### src/rtl/proc_sequencer_pkg.sv
// Shared types and constants for the processor sequencer: opcodes, instruction
// field layout and the sequencer FSM state encoding.
package proc_pkg;

  localparam logic [2:0] OP_ALU0  = 3'b000;
  localparam logic [2:0] OP_ALU1  = 3'b001;
  localparam logic [2:0] OP_ALU2  = 3'b010;
  localparam logic [2:0] OP_ALU3  = 3'b011;
  localparam logic [2:0] OP_WRITE = 3'b100;

  localparam int unsigned INSTR_W = 11;
  localparam int unsigned RES_W   = 7;

  localparam int unsigned OPC_MSB  = 10;
  localparam int unsigned OPC_LSB  = 8;
  localparam int unsigned INP1_MSB = 7;
  localparam int unsigned INP1_LSB = 4;
  localparam int unsigned INP2_MSB = 3;
  localparam int unsigned INP2_LSB = 0;

  typedef enum logic [1:0] {
    StIdle,
    StIssue,
    StCapture,
    StFinish
  } seq_state_e;

endpackage

### src/rtl/proc_sequencer_if.sv
// Issue/result bus between the sequencer (master) and the 4-bit processor (slave).
interface proc_sequencer_if;
  logic [2:0] opcode_o;
  logic [3:0] inp1_o;
  logic [3:0] inp2_o;
  logic       reg_w_enable_o;
  logic [3:0] result_i;
  logic       sf_i;
  logic       zf_i;
  logic       cf_i;
  logic       invalid_op_i;

  modport master (
    output opcode_o, inp1_o, inp2_o, reg_w_enable_o,
    input  result_i, sf_i, zf_i, cf_i, invalid_op_i
  );

  modport slave (
    input  opcode_o, inp1_o, inp2_o, reg_w_enable_o,
    output result_i, sf_i, zf_i, cf_i, invalid_op_i
  );
endinterface

### src/rtl/proc_sequencer_ram.sv
// Single write port, asynchronous read memory; used for both program and result stores.
module seq_ram #(
  parameter int unsigned Width = 8,
  parameter int unsigned Depth = 16,
  parameter int unsigned Aw    = 4
) (
  input  logic             clk_i,
  input  logic             we_i,
  input  logic [Aw-1:0]    waddr_i,
  input  logic [Width-1:0] wdata_i,
  input  logic [Aw-1:0]    raddr_i,
  output logic [Width-1:0] rdata_o
);

  logic [Width-1:0] mem_q [Depth];

  always_ff @(posedge clk_i) begin
    if (we_i) begin
      mem_q[waddr_i] <= wdata_i;
    end
  end

  assign rdata_o = mem_q[raddr_i];

endmodule

### src/rtl/proc_sequencer.sv
// Issues a stored program to the 4-bit processor, two cycles per instruction,
// and records each result with its flags for host readback.
module proc_sequencer
  import proc_pkg::*;
#(
  parameter int unsigned DEPTH = 16,
  parameter int unsigned AW    = 4
) (
  input  logic               clk,
  input  logic               rst_n,
  input  logic               prog_we,
  input  logic [AW-1:0]      prog_addr,
  input  logic [INSTR_W-1:0] prog_data,
  input  logic               start,
  input  logic [AW:0]        len,
  output logic               busy,
  output logic               done,
  output logic               error,
  output logic [AW-1:0]      err_pc,
  proc_sequencer_if.master   proc,
  input  logic [AW-1:0]      rd_addr,
  output logic [RES_W-1:0]   rd_data
);

  seq_state_e state_q, state_d;

  logic [AW-1:0] pc_q, pc_d;
  logic [AW:0]   len_q, len_d;
  logic          error_q, error_d;
  logic [AW-1:0] err_pc_q, err_pc_d;
  logic [2:0]    opcode_q, opcode_d;
  logic [3:0]    inp1_q, inp1_d;
  logic [3:0]    inp2_q, inp2_d;
  logic          wen_q, wen_d;

  logic               prog_wr;
  logic               last;
  logic               fetch_hit;
  logic [INSTR_W-1:0] prog_rdata;
  logic [INSTR_W-1:0] fetch_instr;
  logic               res_we;
  logic [RES_W-1:0]   res_wdata;

  assign prog_wr = prog_we && (state_q == StIdle);
  assign last    = ({1'b0, pc_q} == (len_q - (AW + 1)'(1)));

  // The program store is read at the next pc so the issue registers load on the
  // edge entering StIssue; a same-cycle write to that entry is forwarded.
  assign fetch_hit   = prog_wr && (prog_addr == pc_d);
  assign fetch_instr = fetch_hit ? prog_data : prog_rdata;

  assign res_we    = (state_q == StCapture);
  assign res_wdata = {proc.sf_i, proc.zf_i, proc.cf_i, proc.result_i};

  seq_ram #(
    .Width (INSTR_W),
    .Depth (DEPTH),
    .Aw    (AW)
  ) u_prog_ram (
    .clk_i   (clk),
    .we_i    (prog_wr),
    .waddr_i (prog_addr),
    .wdata_i (prog_data),
    .raddr_i (pc_d),
    .rdata_o (prog_rdata)
  );

  seq_ram #(
    .Width (RES_W),
    .Depth (DEPTH),
    .Aw    (AW)
  ) u_res_ram (
    .clk_i   (clk),
    .we_i    (res_we),
    .waddr_i (pc_q),
    .wdata_i (res_wdata),
    .raddr_i (rd_addr),
    .rdata_o (rd_data)
  );

  always_ff @(posedge clk or negedge rst_n) begin
    if (!rst_n) begin
      state_q <= StIdle;
    end else begin
      state_q <= state_d;
    end
  end

  always_comb begin
    state_d  = state_q;
    pc_d     = pc_q;
    len_d    = len_q;
    error_d  = error_q;
    err_pc_d = err_pc_q;
    unique case (state_q)
      StIdle: begin
        if (start) begin
          len_d   = len;
          error_d = 1'b0;
          pc_d    = '0;
          state_d = (len == '0) ? StFinish : StIssue;
        end
      end
      StIssue: begin
        if (proc.invalid_op_i) begin
          error_d  = 1'b1;
          err_pc_d = pc_q;
          state_d  = StFinish;
        end else begin
          state_d = StCapture;
        end
      end
      StCapture: begin
        if (last) begin
          state_d = StFinish;
        end else begin
          pc_d    = pc_q + AW'(1);
          state_d = StIssue;
        end
      end
      StFinish: state_d = StIdle;
      default:  state_d = StIdle;
    endcase
  end

  always_comb begin
    busy = (state_q != StIdle);
    done = (state_q == StFinish);
  end

  // Issue registers change only on entry to StIssue and hold through StCapture.
  always_comb begin
    opcode_d = opcode_q;
    inp1_d   = inp1_q;
    inp2_d   = inp2_q;
    wen_d    = 1'b0;
    if (state_d == StIssue) begin
      opcode_d = fetch_instr[OPC_MSB:OPC_LSB];
      inp1_d   = fetch_instr[INP1_MSB:INP1_LSB];
      inp2_d   = fetch_instr[INP2_MSB:INP2_LSB];
      wen_d    = (fetch_instr[OPC_MSB:OPC_LSB] == OP_WRITE);
    end
  end

  always_ff @(posedge clk or negedge rst_n) begin
    if (!rst_n) begin
      pc_q     <= '0;
      len_q    <= '0;
      error_q  <= 1'b0;
      err_pc_q <= '0;
      opcode_q <= '0;
      inp1_q   <= '0;
      inp2_q   <= '0;
      wen_q    <= 1'b0;
    end else begin
      pc_q     <= pc_d;
      len_q    <= len_d;
      error_q  <= error_d;
      err_pc_q <= err_pc_d;
      opcode_q <= opcode_d;
      inp1_q   <= inp1_d;
      inp2_q   <= inp2_d;
      wen_q    <= wen_d;
    end
  end

  assign error               = error_q;
  assign err_pc              = err_pc_q;
  assign proc.opcode_o       = opcode_q;
  assign proc.inp1_o         = inp1_q;
  assign proc.inp2_o         = inp2_q;
  assign proc.reg_w_enable_o = wen_q;

endmodule

### src/flat_wrapper.sv
// flat-port wrapper written by rule: the top's interface ports become plain ports
module proc_sequencer_flat import proc_pkg::*;
#(
  parameter int unsigned DEPTH = 16,
  parameter int unsigned AW    = 4
)
  (clk, rst_n, prog_we, prog_addr, prog_data, start, len, busy, done, error, err_pc, rd_addr, rd_data, proc_opcode_o, proc_inp1_o, proc_inp2_o, proc_reg_w_enable_o, proc_result_i, proc_sf_i, proc_zf_i, proc_cf_i, proc_invalid_op_i);
  proc_sequencer_if proc_i ();
  input  logic clk;
  input  logic rst_n;
  input  logic prog_we;
  input  logic [AW-1:0] prog_addr;
  input  logic [INSTR_W-1:0] prog_data;
  input  logic start;
  input  logic [AW:0] len;
  output logic busy;
  output logic done;
  output logic error;
  output logic [AW-1:0] err_pc;
  input  logic [AW-1:0] rd_addr;
  output logic [RES_W-1:0] rd_data;
  output wire logic [$bits(proc_i.opcode_o)-1:0] proc_opcode_o;
  output wire logic [$bits(proc_i.inp1_o)-1:0] proc_inp1_o;
  output wire logic [$bits(proc_i.inp2_o)-1:0] proc_inp2_o;
  output wire logic [$bits(proc_i.reg_w_enable_o)-1:0] proc_reg_w_enable_o;
  input wire logic [$bits(proc_i.result_i)-1:0] proc_result_i;
  input wire logic [$bits(proc_i.sf_i)-1:0] proc_sf_i;
  input wire logic [$bits(proc_i.zf_i)-1:0] proc_zf_i;
  input wire logic [$bits(proc_i.cf_i)-1:0] proc_cf_i;
  input wire logic [$bits(proc_i.invalid_op_i)-1:0] proc_invalid_op_i;
  assign proc_opcode_o = proc_i.opcode_o;
  assign proc_inp1_o = proc_i.inp1_o;
  assign proc_inp2_o = proc_i.inp2_o;
  assign proc_reg_w_enable_o = proc_i.reg_w_enable_o;
  assign proc_i.result_i = proc_result_i;
  assign proc_i.sf_i = proc_sf_i;
  assign proc_i.zf_i = proc_zf_i;
  assign proc_i.cf_i = proc_cf_i;
  assign proc_i.invalid_op_i = proc_invalid_op_i;
  proc_sequencer #(.DEPTH(DEPTH), .AW(AW)) u_core (.clk(clk), .rst_n(rst_n), .prog_we(prog_we), .prog_addr(prog_addr), .prog_data(prog_data), .start(start), .len(len), .busy(busy), .done(done), .error(error), .err_pc(err_pc), .proc(proc_i), .rd_addr(rd_addr), .rd_data(rd_data));
endmodule
### config.mk
export PLATFORM = sky130hd
export DESIGN_NAME = proc_sequencer_flat
export DESIGN_NICKNAME = d
export VERILOG_FILES = /design/src/rtl/proc_sequencer_pkg.sv /design/src/rtl/proc_sequencer_if.sv /design/src/rtl/proc_sequencer_ram.sv /design/src/rtl/proc_sequencer.sv /design/src/flat_wrapper.sv
export SDC_FILE = /design/constraint.sdc
export NUM_CORES = 1
export LEC_CHECK = 0
export CORE_MARGIN = 2
export CORE_UTILIZATION = 54
export DETAILED_ROUTE_END_ITERATION = 12
export PLACE_DENSITY = 0.77
export SYNTH_ARGS = -nofsm -noshare
export SYNTH_HDL_FRONTEND = slang
export SYNTH_HIERARCHICAL = 1
export SYNTH_SLANG_ARGS = --single-unit
export TNS_END_PERCENT = 20
### constraint.sdc
create_clock -name clk -period 9.75 [get_ports clk]
set_clock_uncertainty 0.15 [all_clocks]
set_input_delay 1.4625 -clock clk [delete_from_list [all_inputs] [get_ports clk]]
set_output_delay 1.4625 -clock clk [all_outputs]
set_load 0.01 [all_outputs]
==> reports/metrics.yaml <==
run_status:
  status: "finished, final reports clean"
die:
  ioPinCount: 62
  die_x_um: 158
  rows: 56
  core_um2: 23400
  dieArea_um2: 25000
  initial_core_util_pct: 54.8
  die_h_um: 158
routing:
  drt_iter0_drc: 681
  via_per_inst: 6.18
  wl_met2_um: 13200
  drc: 0
  final_antenna_net_count: 0
  wl_um: 26400
  firstDrtPassIters: 6
  met3WireLength_um: 2070
  top_layer: "met4"
  wl_per_cell_um: 24.7
  num_vias: 6604
  drt-met1-wl_um: 10600
timing:
  min_period_ns: 5.72
  rsz0062_at_grt: "false"
  fin_tns_setup_ns: 0
  drv_slew: 0
  period_share_pct: 58.6
  max_freq_ghz: 0.175
  tightest_slew_ns: 1.31
  slew_headroom_pct: 11.8
  hold_viol_final: 0
  holdWs_ns: 0.357
  setup_viol: 0
global_routing:
  track_usage_pct: 21.6
  grt_pass1_wl_um: 39500
  antenna_found_initial: 0
  grt_pass1_vias: 6507
  grt_max_degree: 46
  grt-ovfl-total: 0
hold_path:
  min_path_type: "flip-flop to flip-flop"
synthesis:
  synth_enable_flop_cells: 288
  syn_area_per_cell_um2: 19.7
  synth_cell_types: 55
  yosys_warnings: 6
  synth.net_count: 688
  synth_seq_cells: 316
  netlist_area_um2: 12800
  synth-async-reset-ratio_pct: 8.86
  ys_seq_area_share_pct: 73.0
  synthFlopType: "edfxtp_1"
  synthCells: 650
power:
  power.leakage_nw: 4.90
  seqPwrFrac_pct: 40.9
  power_mw: 3.99
  vdd_drop_max_mv: 0.282
  switching_share_pct: 29.1
  p_int_mw: 2.83
  powerDensity_nw_per_um2: 272
  p_switching_mw: 1.16
  comb_power_share_pct: 28.7
  p_clk_share_pct: 30.4
cts:
  clockRootBuffer: "clkbuf_16"
  cts_tree: "yes"
  htreeDepth: 2
  cts_resized: 0
  post_cts_buffers: 0
  clockBufferDepth: 3
  clk_pin_slew_ns: 0.06
  clk_latency_ns: 0.51
  clock-sinks: 316
  postCtsHoldBufs: 0
  cts_buffers: 34
placement:
  dp.cells: 1010
  dp_hpwl_um: 16100
  gp_congestion: 0.846
  port-buffer-count: 61
worst_setup_path:
  path_class: "input pin to output pin"
  start_kind: "input pin"
  cp_max_fo: 28
  critPathArrivalTime_ns: 4.11
  critPathRequiredTime_ns: 8.14
  endpoint_kind: "output pin"
finish:
  drive_gt1_share_pct: 15.2
  final_cell_count_no_fill: 1069
  utilization_pct: 62.8
  layout.nets: 765
  diodes: 0
  synthToLayoutAreaGrowth_pct: 14.7
flow_run:
  maxCapViolCount: 0
==> registers in the layout, indices dropped and copies added, names as in the netlist, 2 cells and up <==
| signal | flops |
|---|---|
| u_core/proc.inp1_o | 4 |
| u_core/err_pc | 4 |
| u_core/u_res_ram/mem_q | 112 |
| u_core/proc.inp2_o | 4 |
| u_core/len_q | 5 |
| u_core/u_prog_ram/mem_q | 176 |
| u_core/state_q | 2 |
| u_core/proc.opcode_o | 3 |
| u_core/pc_q | 4 |
==> metal layers <==
layer  GRT usage (%)  up-vias
met5               0        -
met4            6.56        0
met3            4.76       44
met2            35.4      309
met1            29.4     3403
li1                -     2848
==> synth_stat cells, types with 5 or more instances <==
cell	number	area, um^2
a21oi_1	15	75.1
a221o_1	12	120
a22oi_1	36	270
and2_1	5	31.3
buf_2	8	40.0
buf_6	6	67.6
clkbuf_1	6	22.5
dfrtp_1	28	701
edfxtp_1	288	8650
mux2_2	10	113
mux4_1	38	998
mux4_2	34	766
nand2_1	42	158
nand2b_1	7	43.8
nor2_1	37	139
nor2b_1	5	31.3
nor3_1	11	55.1
==> placed cells by master (no fill, tap or decap), types with 3 or more instances in the layout <==
| cell type | n |
|---|---|
| buf_4 | 9 |
| nand3_1 | 4 |
| clkdlybuf4s50_1 | 61 |
| nand2b_1 | 7 |
| inv_1 | 3 |
| mux4_2 | 34 |
| mux2_2 | 10 |
| clkinvlp_4 | 3 |
| clkinv_1 | 6 |
| nand2_1 | 42 |
| a21oi_1 | 15 |
| a22oi_1 | 36 |
| clkbuf_1 | 6 |
| clkinv_2 | 3 |
| xor2_1 | 4 |
| nand3b_1 | 4 |
| nor2b_1 | 5 |
| and3_1 | 4 |
| inv_6 | 3 |
| mux4_1 | 38 |
| nor2_1 | 37 |
| a221o_1 | 12 |
| and2_1 | 5 |
| clkbuf_16 | 34 |
| dfrtp_1 | 28 |
| nor3_1 | 11 |
| edfxtp_1 | 288 |
==> final cells by class <==
class / count / area, um^2
flip-flops and latches: 316 / 9350
fillers: 1576 / 8700
clock buffers: 40 / 873
well taps: 319 / 399
clock inverters: 19 / 179
multi-input cells: 301 / 3210
repair buffers: 70 / 678
inverters: 4 / 15.0
==> worst max-delay path, cell delays in order <==
cell,delay (ns)
clkdlybuf4s50_1,1.28
mux4_2,0.42
a22oi_1,0.32
nand2_1,0.11
clkdlybuf4s50_1,0.50
==> per-stage QoR <==
| step | instance area [um^2] | setup WS (ns) |
|---|---|---|
| after global placement | 13700 | 4.12 |
| after floorplan | 12800 | 5.60 |
| final | 14700 | 4.03 |
| after detailed placement | 13700 | 4.04 |
| after CTS | 14700 | 4.00 |
| after global routing | 14700 | 3.91 |
==> worst paths after layout <==
kind / start / end / slack [ns] / cells after the start
setup / recovery: rd_addr[1] / rd_data[4] / 4.03 / 5
hold / removal: u_core/err_pc[2]$_DFFE_PN0P_ / u_core/err_pc[2]$_DFFE_PN0P_ / 0.36 / 1
setup reg to reg: u_core/len_q[0]$_DFFE_PN0P_ / u_core/proc.inp2_o[3]$_DFFE_PN0P_ / 5.52 / 14
hold reg to reg: u_core/err_pc[2]$_DFFE_PN0P_ / u_core/err_pc[2]$_DFFE_PN0P_ / 0.36 / 1
max in group asynchronous: rst_n / u_core/pc_q[1]$_DFF_PN0_ / 7.99 / 2
min in group asynchronous: rst_n / u_core/proc.inp2_o[2]$_DFFE_PN0P_ / 1.18 / 2
==> power by group through the flow <==
stage               sequential, mW  combinational (mW)  clock [mW]
finish                        1.64                1.15        1.21
global route                  1.64                1.23        1.29
CTS                           1.64                1.15        1.23
detailed placement            1.66                1.14           0
global placement              1.66                1.10           0
floorplan                     1.65               0.886           0
==> cells by family (layout without fill, tap and decap cells) <==
kind of cell | count (synthesis) | in the layout | synth area share, %
AO/OA/AOI/OAI | 76 | 76 | 4.49
AND/OR/NAND/NOR | 132 | 132 | 5.02
adder cells (fa/ha/maj) | 2 | 2 | 0.195
XOR/XNOR | 7 | 7 | 0.537
flip-flops | 316 | 316 | 73.0
multiplexers | 84 | 84 | 14.8
buffers and inverters | 33 | 133 | 2.00
Power figures use the tool's default switching activity.
